## src/rtl/monit_pkg.sv

```systemverilog
// Shared types and UART framing constants for the monitoring-buffer drain path.
package monit_pkg;

  typedef enum logic [1:0] {
    IDLE,
    POP,
    WAIT,
    SEND
  } state_t;

  localparam logic START_BIT     = 1'b0;
  localparam logic STOP_BIT      = 1'b1;
  localparam int   BITS_PER_BYTE = 8;
  // start bit + data bits + stop bit
  localparam int   FRAME_BITS    = BITS_PER_BYTE + 2;

  localparam logic [7:0] DEFAULT_SYNC_BYTE = 8'hA5;

endpackage

```

## src/rtl/uart_tx_byte.sv

```systemverilog
// Single-byte UART 8N1 transmitter. The tx line is driven from a flop.
// ready rises on the last cycle of the stop bit, so a parent can chain
// bytes with no idle gap between them.
import monit_pkg::*;

module uart_tx_byte #(
  parameter int CLKS_PER_BIT = 868
) (
  input  logic       clk,
  input  logic       rst,
  input  logic       start,
  input  logic [7:0] data,
  output logic       tx,
  output logic       ready
);

  localparam int              CNT_W    = $clog2(CLKS_PER_BIT);
  localparam logic [CNT_W-1:0] CNT_LAST = CNT_W'(CLKS_PER_BIT - 1);
  localparam logic [3:0]       BIT_LAST = 4'(FRAME_BITS - 1);

  logic                     active;
  logic [CNT_W-1:0]         clk_cnt;
  logic [3:0]               bit_idx;
  logic [BITS_PER_BYTE:0]   shreg;
  logic                     bit_end;
  logic                     load;

  assign bit_end = (clk_cnt == CNT_LAST);
  assign ready   = !active || (bit_end && (bit_idx == BIT_LAST));
  assign load    = start && ready;

  // Bit timing, bit index and the registered serial line.
  always_ff @(posedge clk or posedge rst) begin
    if (rst) begin
      active  <= 1'b0;
      clk_cnt <= '0;
      bit_idx <= '0;
      tx      <= STOP_BIT;
    end else if (load) begin
      active  <= 1'b1;
      clk_cnt <= '0;
      bit_idx <= '0;
      tx      <= START_BIT;
    end else if (active) begin
      if (bit_end) begin
        clk_cnt <= '0;
        if (bit_idx == BIT_LAST) begin
          active <= 1'b0;
        end else begin
          bit_idx <= bit_idx + 4'd1;
          tx      <= shreg[0];
        end
      end else begin
        clk_cnt <= clk_cnt + CNT_W'(1);
      end
    end
  end

  // Payload shifter: data bits LSB first, stop bit shifted in behind them.
  always_ff @(posedge clk) begin
    if (load) begin
      shreg <= {STOP_BIT, data};
    end else if (active && bit_end) begin
      shreg <= {STOP_BIT, shreg[BITS_PER_BYTE:1]};
    end
  end

endmodule

```

## src/rtl/buffer_uart_drain.sv

```systemverilog
// Drains the monitoring data buffer one word at a time and sends each word
// as a UART frame: optional sync byte, then data bytes LSB first.
// The first byte of a frame is handed to the transmitter in WAIT (using
// buf_data directly while it is valid), which keeps the idle gap between
// frames at exactly IDLE + POP + WAIT.
import monit_pkg::*;

module buffer_uart_drain #(
  parameter int         VARIABLE_LENGTH_BITS = 32,
  parameter int         CLKS_PER_BIT         = 868,
  parameter int         SYNC_EN              = 1,
  parameter logic [7:0] SYNC_BYTE            = DEFAULT_SYNC_BYTE
) (
  input  logic                            clk,
  input  logic                            rst,
  input  logic                            enable,
  input  logic                            buf_empty,
  input  logic [VARIABLE_LENGTH_BITS-1:0] buf_data,
  output logic                            rd_enable,
  output logic                            tx,
  output logic                            busy,
  output logic [31:0]                     words_sent
);

  localparam int DATA_BYTES = VARIABLE_LENGTH_BITS / BITS_PER_BYTE;
  localparam int REM_W      = $clog2(DATA_BYTES + 1);
  // Bytes still to issue once the first byte has gone out in WAIT.
  localparam logic [REM_W-1:0] REM_INIT =
    REM_W'((SYNC_EN != 0) ? DATA_BYTES : DATA_BYTES - 1);

  state_t                          state;
  state_t                          next_state;
  logic [VARIABLE_LENGTH_BITS-1:0] word_q;
  logic [REM_W-1:0]                rem_q;
  logic                            byte_start;
  logic                            byte_ready;
  logic [7:0]                      byte_data;

  // State register.
  always_ff @(posedge clk or posedge rst) begin
    if (rst) begin
      state <= IDLE;
    end else begin
      state <= next_state;
    end
  end

  // Next-state decode and byte hand-off to the transmitter.
  always_comb begin
    next_state = state;
    byte_start = 1'b0;
    byte_data  = word_q[7:0];
    case (state)
      IDLE: begin
        if (enable && !buf_empty) begin
          next_state = POP;
        end
      end
      POP: begin
        next_state = WAIT;
      end
      WAIT: begin
        byte_start = 1'b1;
        byte_data  = (SYNC_EN != 0) ? SYNC_BYTE : buf_data[7:0];
        next_state = SEND;
      end
      SEND: begin
        if (byte_ready) begin
          if (rem_q != '0) begin
            byte_start = 1'b1;
          end else begin
            next_state = IDLE;
          end
        end
      end
      default: begin
        next_state = IDLE;
      end
    endcase
  end

  // Word shift register: captured in WAIT, advanced one byte per issue.
  always_ff @(posedge clk) begin
    if (state == WAIT) begin
      word_q <= (SYNC_EN != 0) ? buf_data : (buf_data >> BITS_PER_BYTE);
    end else if (state == SEND && byte_ready && rem_q != '0) begin
      word_q <= word_q >> BITS_PER_BYTE;
    end
  end

  // Remaining-byte count and completed-frame counter.
  always_ff @(posedge clk or posedge rst) begin
    if (rst) begin
      rem_q      <= '0;
      words_sent <= '0;
    end else if (state == WAIT) begin
      rem_q <= REM_INIT;
    end else if (state == SEND && byte_ready) begin
      if (rem_q != '0) begin
        rem_q <= rem_q - REM_W'(1);
      end else begin
        words_sent <= words_sent + 32'd1;
      end
    end
  end

  assign rd_enable = (state == POP);
  assign busy      = (state != IDLE);

  uart_tx_byte #(
    .CLKS_PER_BIT(CLKS_PER_BIT)
  ) u_tx (
    .clk  (clk),
    .rst  (rst),
    .start(byte_start),
    .data (byte_data),
    .tx   (tx),
    .ready(byte_ready)
  );

endmodule

```

## config.mk

```make
export PLATFORM = sky130hd
export DESIGN_NAME = buffer_uart_drain
export DESIGN_NICKNAME = d
export VERILOG_FILES = /design/src/rtl/monit_pkg.sv /design/src/rtl/uart_tx_byte.sv /design/src/rtl/buffer_uart_drain.sv
export SDC_FILE = /design/constraint.sdc
export NUM_CORES = 1
export LEC_CHECK = 0
export BUFFER_PORTS_ARGS = -buffer_cell sky130_fd_sc_hd__buf_2
export CORE_AREA = 2 2 89 91
export DETAILED_ROUTE_END_ITERATION = 8
export DIE_AREA = 0 0 91 93
export PLACE_DENSITY = 0.85
export RECOVER_POWER = 50
export SLEW_MARGIN = 20
export SYNTH_ARGS = -nofsm -noshare
export SYNTH_HDL_FRONTEND = slang
export SYNTH_SLANG_ARGS = --single-unit
export TNS_END_PERCENT = 100
```

## constraint.sdc

```tcl
create_clock -name clk -period 6.2 [get_ports clk]
set_input_delay 1.24 -clock clk [delete_from_list [all_inputs] [get_ports clk]]
set_output_delay 1.24 -clock clk [all_outputs]
set_load 0.005 [all_outputs]
```

# Yosys cells after proc, flatten, opt, wreduce, memory -nomap -nowiden
# Index checks and enable logic that the tools add are counted.
# Widths: inputs -> output; s select.
# word_totals
reg_bits,93
inputBits,36
output_inout_bits,35
wordCells,76
# classes
add_sub_neg,4
eq_ne,9
mux,30
n_bitwise,2
reduce_logical,22
# op_table
cell,n
$mux 32,2
$add 32x1->32 const B,1
$mux 10,3
$mux 8,3
$mux 4,4
$reduce_bool 2->1,7
$add 10x1->10 const B,1
$eq 10x10->1 const B,1
$mux 1,10
$mux 3,3
$reduce_and 3->1,3
$pmux 2 s4,1
$logic_and 1x1->1,6
$mux 2,3
$ne 2x2->1 const B,3
$add 4x1->4 const B,1
$eq 2x2->1 const B,2
$eq 4x4->1 const B,1
$reduce_bool 3->1,1
$sub 3x1->3 const B,1
$eq 2x1->1 const B,1
$logic_not 1->1,2
$logic_not 2->1,1
$ne 2x1->1 const B,1
other kinds (4),5

# Depth between registers and ports, before layout
# depth
word_depth,8
mapped_depth,9
ltp_nobuf,7

# Cells and area by module
# From an unflattened synthesis, not the netlist that was laid out.
# hier_totals
cells_unflattened,349
area_unflattened_um2,4469.3
# by_module_without_submodules
mod,n_inst,cells_each,area_each_um2,seq_area_each_um2
buffer_uart_drain,1,243,3249.4,1886.8
uart_tx_byte,1,106,1219.9,641.9

# Worst setup path before layout
# OpenSTA, ideal clock, no wires.
# synth_timing
kind,flip-flop to flip-flop
start,register u_tx.clk_cnt[7]
end,"register word_q[0], enable pin"
setup_time_ns,0.375
arrival_time_ns,2.185
t_required_ns,5.825
setup_slack_ns,3.641
path_stages_with_launch,6
n_path_buf,1
synth_period_minus_slack_ns,2.559
cell_sequence,dfrtp_1 or3b_1 or4_4 buf_6 a21oi_2 or2_2
# synth_via
elab_chain_cells,6
# synth_rtl
item,line_no,text
"start, declared",uart_tx_byte.sv:22,logic [CNT_W-1:0] clk_cnt;
"start signal, assigned",uart_tx_byte.sv:54,clk_cnt <= clk_cnt + CNT_W'(1);
$eq 10x10->1,uart_tx_byte.sv:28,assign bit_end = (clk_cnt == CNT_LAST);
$logic_and 1x1->1,uart_tx_byte.sv:29,assign ready = !active || (bit_end && (bit_idx == BIT_LAST));
$logic_or 1x1->1,uart_tx_byte.sv:29,
$logic_and 1x1->1 (2 in series),buffer_uart_drain.sv:86,end else if (state == SEND && byte_ready && rem_q != '0) begin
$reduce_bool 2->1 (no source line),-,
"end signal, assigned",buffer_uart_drain.sv:85,word_q <= (SYNC_EN != 0) ? buf_data : (buf_data >> BITS_PER_BYTE);
"end signal, assigned",buffer_uart_drain.sv:87,word_q <= word_q >> BITS_PER_BYTE;
"end, declared",buffer_uart_drain.sv:33,logic [VARIABLE_LENGTH_BITS-1:0] word_q;
# Every way passes these cells.
# A chain may end at the register's enable or synchronous reset.

# Worst setup path in the final report
# layout_timing
start,register state[0]
end,"register u_tx.shreg[5], enable pin"
# layout_via
elab_chain_cells,4
elab_cells_between_ends,5
classes_between,eq/ne: 2; mux: 1; reduce/logical: 2
# layout_rtl
item,line_no,text
"start, declared",buffer_uart_drain.sv:31,state_t state;
"start signal, assigned",buffer_uart_drain.sv:44,state <= next_state;
$eq 2x2->1,buffer_uart_drain.sv:53,case (state)
$pmux 1 s2 *,buffer_uart_drain.sv:53,
$logic_and 1x1->1 *,uart_tx_byte.sv:30,assign load = start && ready;
$reduce_bool 2->1 (no source line) *,-,
"end signal, assigned",uart_tx_byte.sv:62,"shreg <= {STOP_BIT, data};"
"end signal, assigned",uart_tx_byte.sv:64,"shreg <= {STOP_BIT, shreg[BITS_PER_BYTE:1]};"
"end, declared",uart_tx_byte.sv:24,logic [BITS_PER_BYTE:0] shreg;
# Mark *: on every way between the ends. The rest lies on a longest branch, timed or not.

==> impl_metrics.ini <==
[outcome]
status = finished with violations
violations = capacitance limit, slew limit

[setup_path]
ff2ff_setup_slack_ns = 2.71
path_class = register to register
crit_family = adder cells
path_cells = inv_1 -> ha_1 -> a211oi_1 -> nor2_1
endpoint_kind = register
worst-path-buf-inv = 1
crit_path_start_kind = register
arrival_ns = 3.48
cp.required_ns = 6.19
critical_path.max_fanout = 44
slowest_stage = ha_1
cpPeakStageDelay_ns = 1.32

[sta]
slew_headroom = -0.521
max_freq_mhz = 286
rsz0062_at_grt = false
hold_violations = 0
setup_viol = 0
tns_ns = 0
drv_slew = 99
post-route-period-util = 0.564
finClkSkew_ns = 0.0176
fin_crit_ns = 3.49
worstMarginPinSlew_ns = 2.27

[route]
wirelength_um = 8040
drtAntennaViolNets = 0
drt_iter0_drc = 196
avgViaCountPerCell = 5.64
drc = 0
num_vias = 2972
wire_per_inst_um = 15.3
first_pass_iters = 5

[yosys]
synth_cell_types = 49
synth_nets = 394
muxShareOfSynthArea = 0.0663
yosysTopAreaCell = dfrtp_1
synthTopCellsByArea = dfrtp_1 29%, edfxtp_1 27%, mux2_2 6.6%
ys_warn_count = 0
synthSimpleGateAreaFrac = 0.155
syn_avg_cell_area_um2 = 12.7
synthCells = 348
synth-edff-count = 40
postSynth.asyncResetShare = 0.570
synth_top_family_by_area = simple AND/OR/NAND/NOR gates
synth_xor_area_frac = 0.0691
netlist.area_leader.share = 0.295
synth.yosys.seq_area_share = 0.573
syn_area_um2 = 4420
synth_compound_area_frac = 0.0890
synthAdderAreaFrac = 0.0283
ys_ff_latch = 93
synthFlopType = dfrtp_1

[power]
power_mw = 1.71
ir_drop_mv = 0.207
p_leak_nw = 2.10
powerDensity_nw_per_um2 = 339

[cells_and_area]
area_growth_pct = 14.1
utilization = 0.670
layout.nets = 466
diodes = 0
nFillCells = 588
drive_gt1_frac = 0.294

[clocking]
cts_hold_buf = 0
ctsResizeCount = 0
htreeDepth = 3
clk_pin_slew_worst_paths_ns = 0.09
clock_sink_count = 93
cts-root-buf = clkbuf_8
cts_buffer_depth = 2
cts_setup_buffers = 0
cts_tree = done
numCtsBuffers = 9
clk_latency_ns = 0.36

[min_path]
hold_class = register to register

[die]
die_h_um = 93
start_util = 0.587
ios = 71
fp-row-count = 32
die_area_um2 = 8460
die-width_um = 91
core-area_um2 = 7530

[global_routing]
grt.busiest_layer = met2
grtUsageMet3 = 0.0346
grtUsageMet1 = 0.274
grt_max_degree = 54
grt_usage = 0.198
met2_usage = 0.307
grt_pass1_wl_um = 13300
overflow = 0
antenna_found_initial = 0
grt_pass1_vias = 2804

[placed_design]
numPortBuffers = 70
dp_hpwl_um = 5560
globalplace.congestion = 0.808

[flow_run]
maxCapViolations = 2
final cells by class:
class                   count  area, um2  area share
clock buffers               9        124      0.0246
clock inverters             7       72.6      0.0144
inverters                  10       38.8     0.00769
multi-input cells         236       1800       0.357
flip-flops and latches     93       2530       0.502
well taps                 102        128      0.0253
repair buffers             70        348      0.0690
metal layers:
layer	share of wire	up-vias
li1	-	1425
met1	0.44	1459
met2	0.50	76
met3	0.038	12
met4	0.015	0
met5	0	-
kinds of logic (layout without fill, tap and decap cells):
logic type | after synthesis | after routing
buf+inv | 19 | 96
mux | 26 | 26
compound gates | 46 | 46
xor+xnor | 34 | 34
fa+ha+maj | 10 | 10
simple gates | 120 | 120
flops | 93 | 93
flip-flops by register name, summed over array words and instances, names as in the netlist:
signal and count:
rem_q 3, u_tx.clk_cnt 10, word_q 32, u_tx.active 1
state 2, u_tx.tx 1, u_tx.shreg 8, u_tx.bit_idx 4
words_sent 32
Yosys cell counts, types with 3 or more instances:
cell and number:
a2111oi_4 3, a21o_1 4, a21oi_1 6, a22o_1 5, and2_1 9, and3_1 12, and4_1 5, clkbuf_1 5
dfrtp_1 52, edfxtp_1 40, ha_1 10, inv_1 10, mux2_2 26, nand2_1 30, nand2b_1 4, nand3_1 9
nand3_2 5, nand4_1 13, nor2_1 13, nor4_1 4, o21ai_0 11, o22a_1 3, o31ai_1 3, or3_1 4
xnor2_1 27, xor2_1 6
cells in the final DEF (no fill, tap or decap), types with 5 or more instances in the layout:
cell / instances
buf_2: 68
dfrtp_1: 52
edfxtp_1: 40
nand2_1: 30
xnor2_1: 27
mux2_2: 26
nor2_1: 13
nand4_1: 13
and3_1: 12
o21ai_0: 11
ha_1: 10
nand3_1: 9
inv_1: 9
clkbuf_8: 9
and2_0: 7
a21oi_1: 6
xor2_1: 6
and4_1: 5
nand3_2: 5
a22o_1: 5
worst reg2reg max path, stage by stage (launching register included):
cell	delay [ns]
dfrtp_1	0.42
inv_1	0.10
ha_1	1.32
a211oi_1	0.53
nor2_1	0.77
power breakdown:
group	leakage [nW]	switching [mW]	total (mW)	internal (mW)
clock	0.0938	0.215	0.402	0.188
combinational	0.932	0.205	0.398	0.194
sequential	1.08	0.0691	0.909	0.840
total	2.10	0.488	1.71	1.22
metrics by stage:
step	hold slack (ns)	setup slack, ns	cell area, um2	cells
5_1_grt	0.497	2.25	5040	527
2_1_floorplan	0.443	3.64	4420	348
6_report	0.456	2.71	5040	527
3_3_place_gp	0.442	3.37	4850	511
4_1_cts	0.458	3.28	5040	527
3_5_place_dp	0.444	3.28	4850	511
worst paths after layout:
path | cells past startpoint | end | startpoint
max reg2reg | 4 | u_tx.shreg[5]$_DFFE_PP_ | state[0]$_DFFE_PP0P_
min reg2reg | 2 | u_tx.tx$_DFFE_PP1P_ | u_tx.tx$_DFFE_PP1P_
min | 2 | u_tx.tx$_DFFE_PP1P_ | u_tx.tx$_DFFE_PP1P_
max in group asynchronous | 2 | state[0]$_DFFE_PP0P_ | rst
min in group asynchronous | 2 | words_sent[28]$_DFFE_PP0P_ | rst
max | 4 | u_tx.shreg[5]$_DFFE_PP_ | state[0]$_DFFE_PP0P_
(Power assumes the default switching activity.)
